File: config.mk
export PLATFORM = sky130hd
export DESIGN_NAME = oddeven_count_arbiter_flat
export DESIGN_NICKNAME = d
export VERILOG_FILES = /design/src/rtl/oddeven_count_arbiter_pkg.sv /design/src/rtl/oddeven_count_arbiter_if.sv /design/src/rtl/oddeven_count_arbiter_rr_arb2.sv /design/src/rtl/oddeven_count_arbiter.sv /design/src/flat_wrapper.sv
export SDC_FILE = /design/constraint.sdc
export NUM_CORES = 1
export LEC_CHECK = 0
export CORE_MARGIN = 1
export CORE_UTILIZATION = 53
export DETAILED_ROUTE_END_ITERATION = 7
export PLACE_DENSITY = 0.78
export SLEW_MARGIN = 40
export SYNTH_ARGS = -nofsm -noshare
export SYNTH_HDL_FRONTEND = slang
export SYNTH_SLANG_ARGS = --single-unit
File: constraint.sdc
create_clock -name CLK -period 2.3 [get_ports CLK]
set_clock_uncertainty 0.15 [all_clocks]
set_input_delay 0.345 -clock CLK [delete_from_list [all_inputs] [get_ports CLK]]
set_output_delay 0.345 -clock CLK [all_outputs]
set_load 0.005 [all_outputs]
File: src/rtl/oddeven_count_arbiter_pkg.sv
// Shared encodings for the odd/even counter arbiter: FSM states, K mode values, counter width.
package oddeven_pkg;
  typedef enum logic [1:0] {
    IDLE    = 2'd0,
    SETUP   = 2'd1,
    RUN     = 2'd2,
    RELEASE = 2'd3
  } state_e;

  localparam logic K_EVEN = 1'b0;
  localparam logic K_ODD  = 1'b1;
  localparam int   CNT_W  = 3;
endpackage

File: src/rtl/oddeven_count_arbiter_if.sv
// Client/counter-side bundle of the arbiter; slave = arbiter, master = clients plus counter.
interface oddeven_count_arbiter_if #(parameter int CW = oddeven_pkg::CNT_W);
  logic [1:0]    REQ;
  logic [1:0]    GNT;
  logic [1:0]    DONE;
  logic          BUSY;
  logic          K;
  logic          CNT_CLR;
  logic          CNT_EN;
  logic [CW-1:0] CNT;
  logic          ERR;

  modport master (output REQ, CNT, input GNT, DONE, BUSY, K, CNT_CLR, CNT_EN, ERR);
  modport slave  (input REQ, CNT, output GNT, DONE, BUSY, K, CNT_CLR, CNT_EN, ERR);
endinterface

File: src/rtl/oddeven_count_arbiter_rr_arb2.sv
// Two-way round-robin arbiter: one-hot combinational pick, pointer remembers the last served index.
module rr_arb2 (
  input  logic       clk,
  input  logic       rst,
  input  logic [1:0] req,
  input  logic       upd,
  input  logic       upd_idx,
  output logic [1:0] gnt,
  output logic       idx
);
  logic last_q, last_d;

  always_comb begin
    last_d = last_q;
    if (upd) last_d = upd_idx;
  end

  // last=1 out of reset so requester 0 takes the first tie
  always_ff @(posedge clk or posedge rst) begin
    if (rst) last_q <= 1'b1;
    else     last_q <= last_d;
  end

  always_comb begin
    gnt = 2'b00;
    case (req)
      2'b01:   gnt = 2'b01;
      2'b10:   gnt = 2'b10;
      2'b11:   gnt = last_q ? 2'b01 : 2'b10;
      default: gnt = 2'b00;
    endcase
  end

  assign idx = gnt[1];
endmodule

File: src/rtl/oddeven_count_arbiter.sv
// Arbitrates a shared odd/even counter: clear, settle, fixed burst, release.
// Build with OECA_STALL_CHECK_EN to flag a counter that fails to advance during a burst.
module oddeven_count_arbiter
  import oddeven_pkg::*;
#(
  parameter int BURST_LEN = 4,
  parameter int SETTLE    = 1,
  parameter int CW        = CNT_W
) (
  input logic                    CLK,
  input logic                    RST,
  oddeven_count_arbiter_if.slave bus
);
  state_e     state_q, state_d;
  logic [1:0] gnt_q, gnt_d;
  logic [1:0] done_q, done_d;
  logic       busy_q, busy_d;
  logic       k_q, k_d;
  logic       clr_q, clr_d;
  logic       en_q, en_d;
  logic [3:0] wait_q, wait_d;
  logic [3:0] step_q, step_d;

  logic [1:0] arb_gnt;
  logic       arb_idx;
  logic       arb_upd;
  logic       held;

  rr_arb2 u_arb (
    .clk    (CLK),
    .rst    (RST),
    .req    (bus.REQ),
    .upd    (arb_upd),
    .upd_idx(k_q),
    .gnt    (arb_gnt),
    .idx    (arb_idx)
  );

  assign held = |(bus.REQ & gnt_q);

  always_comb begin
    state_d = state_q;
    gnt_d   = gnt_q;
    done_d  = 2'b00;
    busy_d  = busy_q;
    k_d     = k_q;
    clr_d   = 1'b0;
    en_d    = 1'b0;
    wait_d  = wait_q;
    step_d  = step_q;
    arb_upd = 1'b0;
    case (state_q)
      IDLE: begin
        if (|bus.REQ) begin
          state_d = SETUP;
          gnt_d   = arb_gnt;
          k_d     = arb_idx ? K_ODD : K_EVEN;
          clr_d   = 1'b1;
          busy_d  = 1'b1;
          wait_d  = 4'd0;
          step_d  = 4'd0;
        end
      end
      SETUP: begin
        if (!held) begin
          state_d = RELEASE;
          gnt_d   = 2'b00;
        end else if (wait_q == 4'(SETTLE)) begin
          state_d = RUN;
          en_d    = 1'b1;
        end else begin
          wait_d = wait_q + 4'd1;
        end
      end
      RUN: begin
        step_d = step_q + 4'd1;
        // abort wins over a completing last step
        if (!held) begin
          state_d = RELEASE;
          gnt_d   = 2'b00;
        end else if (step_q == 4'(BURST_LEN - 1)) begin
          state_d = RELEASE;
          gnt_d   = 2'b00;
          done_d  = gnt_q;
        end else begin
          en_d = 1'b1;
        end
      end
      RELEASE: begin
        state_d = IDLE;
        busy_d  = 1'b0;
        arb_upd = 1'b1;
      end
      default: state_d = IDLE;
    endcase
  end

  always_ff @(posedge CLK or posedge RST) begin
    if (RST) begin
      state_q <= IDLE;
      gnt_q   <= 2'b00;
      done_q  <= 2'b00;
      busy_q  <= 1'b0;
      k_q     <= K_EVEN;
      clr_q   <= 1'b0;
      en_q    <= 1'b0;
      wait_q  <= 4'd0;
      step_q  <= 4'd0;
    end else begin
      state_q <= state_d;
      gnt_q   <= gnt_d;
      done_q  <= done_d;
      busy_q  <= busy_d;
      k_q     <= k_d;
      clr_q   <= clr_d;
      en_q    <= en_d;
      wait_q  <= wait_d;
      step_q  <= step_d;
    end
  end

  assign bus.GNT     = gnt_q;
  assign bus.DONE    = done_q;
  assign bus.BUSY    = busy_q;
  assign bus.K       = k_q;
  assign bus.CNT_CLR = clr_q;
  assign bus.CNT_EN  = en_q;

`ifdef OECA_STALL_CHECK_EN
  logic [CW-1:0] prev_q, prev_d;
  logic          pvld_q, pvld_d;
  logic          err_q, err_d;

  // CNT in an enabled cycle is the result of the previous step; a repeat means no advance
  always_comb begin
    prev_d = prev_q;
    pvld_d = 1'b0;
    err_d  = err_q;
    if (clr_q) err_d = 1'b0;
    if (en_q) begin
      prev_d = bus.CNT;
      pvld_d = 1'b1;
      if (pvld_q && (bus.CNT == prev_q)) err_d = 1'b1;
    end
  end

  always_ff @(posedge CLK or posedge RST) begin
    if (RST) begin
      prev_q <= '0;
      pvld_q <= 1'b0;
      err_q  <= 1'b0;
    end else begin
      prev_q <= prev_d;
      pvld_q <= pvld_d;
      err_q  <= err_d;
    end
  end

  assign bus.ERR = err_q;
`else
  logic [CW-1:0] unused_cnt;
  assign unused_cnt = bus.CNT;
  assign bus.ERR    = 1'b0;
`endif
endmodule

File: src/flat_wrapper.sv
// flat-port wrapper written by rule: the top's interface ports become plain ports
module oddeven_count_arbiter_flat import oddeven_pkg::*;
#(
  parameter int BURST_LEN = 4,
  parameter int SETTLE    = 1,
  parameter int CW        = CNT_W
)
  (CLK, RST, bus_REQ, bus_CNT, bus_GNT, bus_DONE, bus_BUSY, bus_K, bus_CNT_CLR, bus_CNT_EN, bus_ERR);
  oddeven_count_arbiter_if #(.CW(CW)) bus_i ();
  input logic CLK;
  input logic RST;
  input wire logic [$bits(bus_i.REQ)-1:0] bus_REQ;
  input wire logic [$bits(bus_i.CNT)-1:0] bus_CNT;
  output wire logic [$bits(bus_i.GNT)-1:0] bus_GNT;
  output wire logic [$bits(bus_i.DONE)-1:0] bus_DONE;
  output wire logic [$bits(bus_i.BUSY)-1:0] bus_BUSY;
  output wire logic [$bits(bus_i.K)-1:0] bus_K;
  output wire logic [$bits(bus_i.CNT_CLR)-1:0] bus_CNT_CLR;
  output wire logic [$bits(bus_i.CNT_EN)-1:0] bus_CNT_EN;
  output wire logic [$bits(bus_i.ERR)-1:0] bus_ERR;
  assign bus_i.REQ = bus_REQ;
  assign bus_i.CNT = bus_CNT;
  assign bus_GNT = bus_i.GNT;
  assign bus_DONE = bus_i.DONE;
  assign bus_BUSY = bus_i.BUSY;
  assign bus_K = bus_i.K;
  assign bus_CNT_CLR = bus_i.CNT_CLR;
  assign bus_CNT_EN = bus_i.CNT_EN;
  assign bus_ERR = bus_i.ERR;
  oddeven_count_arbiter #(.BURST_LEN(BURST_LEN), .SETTLE(SETTLE), .CW(CW)) u_core (.CLK(CLK), .RST(RST), .bus(bus_i));
endmodule
### Word-level counts from Yosys, hierarchy flattened

Cells that the tools add are included.

* bits in registers: 19
* bits in latches: 0
* RAM bits: 0
* bits in read-only memories: 0
* output and inout port bits: 9
* logic and storage cells: 72
* memories: 0

* $add $sub $neg: 2
* $mul: 0
* divide/modulo/power cells: 0
* $lt $le $gt $ge: 0
* equal/unequal tests: 14
* shift operators: 0
* muxes and demuxes: 32
* bitwise gates (word level): 1
* reduce and logical (&&, ||, !) cells: 13

Operators with widths (number)
* 2-to-1 mux 2 bit: 13
* one-hot mux 4 bit (2 select lines): 2
* 2-to-1 mux 4 bit: 3
* one-hot mux 2 bit (3 select lines): 2
* 2-to-1 mux 1 bit: 9
* adder 4 x 1 -> 4 bit, second input constant: 2
* == test 2 bit, second input constant: 4
* one-hot mux 2 bit (4 select lines): 1
* AND reduction 4 bit: 2
* != test 3 bit, second input constant: 2
* AND reduction 2 bit: 3
* nonzero test 2 bit: 3
* == test 2 x 1 -> 1 bit, second input constant: 2
* == test 4 x 1 -> 1 bit, second input constant: 1
* == test 4 x 2 -> 1 bit, second input constant: 1
* != test 2 x 1 -> 1 bit, second input constant: 2
* != test 2 bit, second input constant: 2
* one-hot mux 1 bit (2 select lines): 2
* OR reduction 2 bit: 2
* AND reduction 3 bit: 1
* nonzero test 3 bit: 1
* bitwise AND 2 bit: 1
* zero test 2 bit: 1

### Logic depth before layout (Yosys ltp)

Gate-level depths: netlist (run 1).

* depth after elaboration: 4
* depth in mapped cells: 7

### Hierarchy

A second synthesis (run 1) with hierarchy kept.

* cell total of the unflattened synthesis: 99
* area total of the unflattened synthesis: 1072.3 µm²

Modules (own cells, without submodules)
* oddeven_count_arbiter: times used 1, cells each 91, area an instance 1007.2 µm², sequential area each 450.4 µm²
* rr_arb2: times used 1, cells each 8, area an instance 65.1 µm², sequential area each 26.3 µm²

### Worst setup path after synthesis (run 1)

No wires, ideal clock.

* path type: reg2reg
* from: reg u_core.state_q[0]
* to: reg u_core.state_q[1]
* library setup time: 0.125 ns
* data arrival time: 1.648 ns
* path slack: 0.377 ns
* stages on the path, launching flop included: 7
* cells stage by stage: dfrtp_1 > inv_1 > ha_1 > or3b_1 > buf_2 > o21ai_2 > mux2_4

* longest elaborated chain between the ends: 3
* elaborated cells between the ends (all ways): 9

RTL lines
* start, declared: line oddeven_count_arbiter.sv:14 `state_e state_q, state_d;`
* start signal, assigned: line oddeven_count_arbiter.sv:110 `state_q <= state_d;`
* == test 2 x 1 -> 1 bit, or another cell as far along: line oddeven_count_arbiter.sv:52 `case (state_q)`
* != test 3 bit (no source line) / != test 2 x 1 -> 1 bit (equally long branches)
* AND reduction 3 bit (no source line)

Several ways; a longest one is shown, not always the timed one.
A chain may end at the register's enable or synchronous reset.

### Worst setup path after layout (run 1)

* from: reg u_core.state_q[0]
* to: reg u_core.busy_q (netlist: u_core.bus.BUSY)

* longest elaborated chain between the ends: 3
* elaborated cells between the ends (all ways): 6

RTL lines
* == test 2 bit / zero test 2 bit (equally long branches): line oddeven_count_arbiter.sv:52
* nonzero test 2 bit (no source line) / != test 2 x 1 -> 1 bit (equally long branches)
* AND reduction 2 bit (no source line)
* end signal, assigned: line oddeven_count_arbiter.sv:113 `busy_q <= busy_d;`
* end, declared: line oddeven_count_arbiter.sv:17 `logic busy_q, busy_d;`

Several ways; a longest one is shown, not always the timed one.

==> flow_summary_export.csv, run 1 <==
group,metric,value,unit
outcome,outcome,"completed",
floorplanning,ioPinCount,16,
synth,count_of_flip_flops_with_a_built_in_enable_after_synthesis,0,
floorplanning,die_height,48.12,µm
drt,totalWireLength,1923,µm
synth,synth.top_cell.area_share,0.3996,
drt,viasPerCell,5.655,
drt,drc,0,
final_layout,mostFrequentLayoutCell,"dfrtp_1",
synth,post_synth_instance_area,1127,µm²
placed_design,finalWeightedCongestion,0.7863,
synth,synth_sequential_area_ratio,0.4229,
floorplanning,start_util,0.5688,
timing,timing.fmax,501.4,MHz
grt,grt_start_max_net_pins,20,
worst_setup_path,critPathCaptureType,"flop",
grt,vias_in_the_first_global_route,745,
power_and_ir_drop,vdd_ir_drop_max,0.7594,mV
clock_network,root_buf_cell,"clkbuf_4",
clock_network,tritoncts_num_sinks,19,
min_path,hp-class,"in -> async",
drt,drtPass1Iterations,4,
timing,setup-tns-final,0,ps
synth,syn_inst,104,
drt,antenna_violation_net_count_after_detailed_routing,0,
grt,globalRouteOverflowTotal,0,
power_and_ir_drop,static-leakage-power,0.6185,nW
floorplanning,design.die.area,2316,µm²
synth,synthArstFlopShare,1.000,
synth,total_nets_after_synthesis,120,
final_layout,syn_to_final_growth,14.32,%
worst_setup_path,kind_of_launch_point_of_the_worst_setup_path,"flop",
floorplanning,fp.dieW,48.12,µm
clock_network,cts-buffers-inserted,3,
clock_network,worst_skew_pair.late_latency,290,ps
clock_network,clk_pin_slew_worst_paths,100,ps
synth,netlist-cell-type-count,47,
floorplanning,core.rowCount,16,
timing,worst_slew_margin_rel,0.5601,
grt,grt.total_usage,0.1907,
timing,final-max-slew-violation-count,0,
final_layout,nets,135,
flow_run,max_cap_violations,0,
synth,synth_ff_type,"dfrtp_1",
clock_network,cts_tree,"yes",
grt,antenna_found_initial,0,
placed_design,postPlaceCellArea,1262,µm²
synth,synth_top_cell_by_area,"dfrtp_1",
timing,shortest_clock_period_the_worst_path_allows_after_layout,1994,ps
placed_design,detailedPlacementHpwl,1483,µm
final_layout,drive_gt1_frac,0.1525,
final_layout,layout.cells.most_common_list,"18 x dfrtp_1, 11 x clkdlybuf4s50_1, 9 x ha_1",
worst_setup_path,reg2regPathDepth,6,
drt,drt-initial-drc-count,7,
synth,synth.yosys.warnings,0,
grt,grt_pass1_wl,3132,µm
worst_setup_path,regToRegStartpoint,"u_core.state_q[0]$_DFFE_PP0P_",
power_and_ir_drop,power_density,1157,nW/µm²
placed_design,count_of_buffers_inserted_at_the_top_level_ports,11,
final_layout,design_area,1289,µm²
synth,synth.avg_cell_area,10.84,µm²
final_layout,antenna_cells_inserted,0,
timing,worst-slew-pin-transition,655.8,ps
synth,ys_top_cells_by_area,"dfrtp_1 40%, ha_1 10%, dfstp_2 2.3%",
synth,register_bit_count_reported_by_yosys,19,
worst_setup_path,setup.reg_to_reg.worst_slack,310,ps
timing,hold_viol_final,0,
floorplanning,core,1982,µm²
drt,num_vias,820,
clock_network,post_cts_hold_buffer_count,0,
timing,report.final.setup_viol,0,
clock_network,htree_levels,1,
worst_setup_path,r2r-end,"u_core.bus.BUSY$_DFFE_PP0P_",
worst_setup_path,worst_ep_required_time,2320,ps
clock_network,clockBufferDepth,2,
drt,routedWlPerCell,13.26,µm
timing,timing.final.crit_share,0.8671,
worst_setup_path,worstPathMaxFanout,9,
final_layout,fillCellCount,158,
clock_network,cts.repair_timing.setup_buffer_count,0,
worst_setup_path,crit_type,"reg -> reg",
worst_setup_path,cp.arrival,2010,ps
timing,rsz_0062_raised_after_global_routing,"no",
clock_network,cts_resized,0,
## critical path, cell delays in order, from the launching register on
cell and delay, ps:
dfrtp_1 430, inv_1 150, ha_1 190, or3b_1 520, and2_4 250, a21oi_1 140, a21oi_1 50
## metrics by stage
stage	util	hold WS [ps]	setup WS, ps	total power, W	std cells
3_3_place_gp	0.6370	356.3	116.3	0.001313	141
3_5_place_dp	0.6370	380.2	108.8	0.001343	141
2_1_floorplan	-	145.4	377.2	0.001127	104
5_1_grt	0.6503	278.9	214.0	0.001624	145
6_report	0.6503	208.9	305.6	0.001491	145
4_1_cts	0.6503	325.9	304.6	0.001511	145
## cell usage after synthesis (2+ instances only)
cell / count
and2_1: 2
a21oi_1: 5
nand2_1: 5
ha_1: 9
mux2_2: 2
nor2_1: 5
o221ai_1: 2
a21o_1: 3
mux2_1: 2
inv_1: 7
dfrtp_1: 18
a211o_1: 2
or3b_4: 2
nor2b_1: 3
o21ai_0: 2
nand3_1: 3
o21ai_1: 2
## kinds of logic (layout without fill, tap and decap cells)
family	Yosys count	after routing	share of synthesized area
AOI/OAI and AO/OA	30	30	0.2076
buffers and inverters	11	25	0.05106
DFF	19	19	0.4229
other	1	1	0.003326
adders and majority gates	9	9	0.09989
and+or+nand+nor	28	28	0.1532
muxes	6	6	0.06215
## flip-flops by register name, summed over array words and instances (netlist names)
name / flops
u_core.step_q: 4
u_core.wait_q: 4
u_core.bus.DONE: 2
u_core.bus.GNT: 2
u_core.state_q: 2
u_core.bus.BUSY: 1
u_core.bus.CNT_CLR: 1
u_core.bus.CNT_EN: 1
u_core.bus.K: 1
u_core.u_arb.last_q: 1
## metal layers
layer	track usage	routed length [µm]
met5	0	0
met4	0.05000	11
met3	0.03333	50
met2	0.3243	967
met1	0.2506	893
## how the worst max path moves through the flow
stage          cells past startpoint                             to                     startpoint
6_report                           6    u_core.bus.BUSY$_DFFE_PP0P_  u_core.state_q[0]$_DFFE_PP0P_
4_1_cts                            6    u_core.bus.BUSY$_DFFE_PP0P_  u_core.state_q[0]$_DFFE_PP0P_
5_1_grt                            6    u_core.bus.BUSY$_DFFE_PP0P_  u_core.state_q[0]$_DFFE_PP0P_
3_5_place_dp                       5    u_core.bus.BUSY$_DFFE_PP0P_                     bus_REQ[0]
3_3_place_gp                       5    u_core.bus.BUSY$_DFFE_PP0P_                     bus_REQ[0]
2_1_floorplan                      6  u_core.state_q[1]$_DFFE_PP0P_  u_core.state_q[0]$_DFFE_PP0P_
## area by class of cell
class	count	area (µm²)	share of cell area
clock buffers	4	26.28	0.02039
inverters	7	26.28	0.02039
multi-input cells	74	593.1	0.4602
flip-flops and latches	19	476.7	0.3699
well taps	27	33.78	0.02621
repair buffers	14	132.6	0.1029
## where the power goes
part	internal [W]	switching, W
registers	0.000448	0.0000992
clock network	0.0000674	0.0000941
logic	0.000412	0.000371
total	0.000927	0.000564
Note: power is estimated with default switching activity, not from simulation.
==> run 2: changes to the inputs <==
Settings changed: SKIP_CTS_REPAIR_TIMING set to 1.
==> results of run 2 <==
Same layout as run 1: the final DEF is identical, and so are final timing and power.
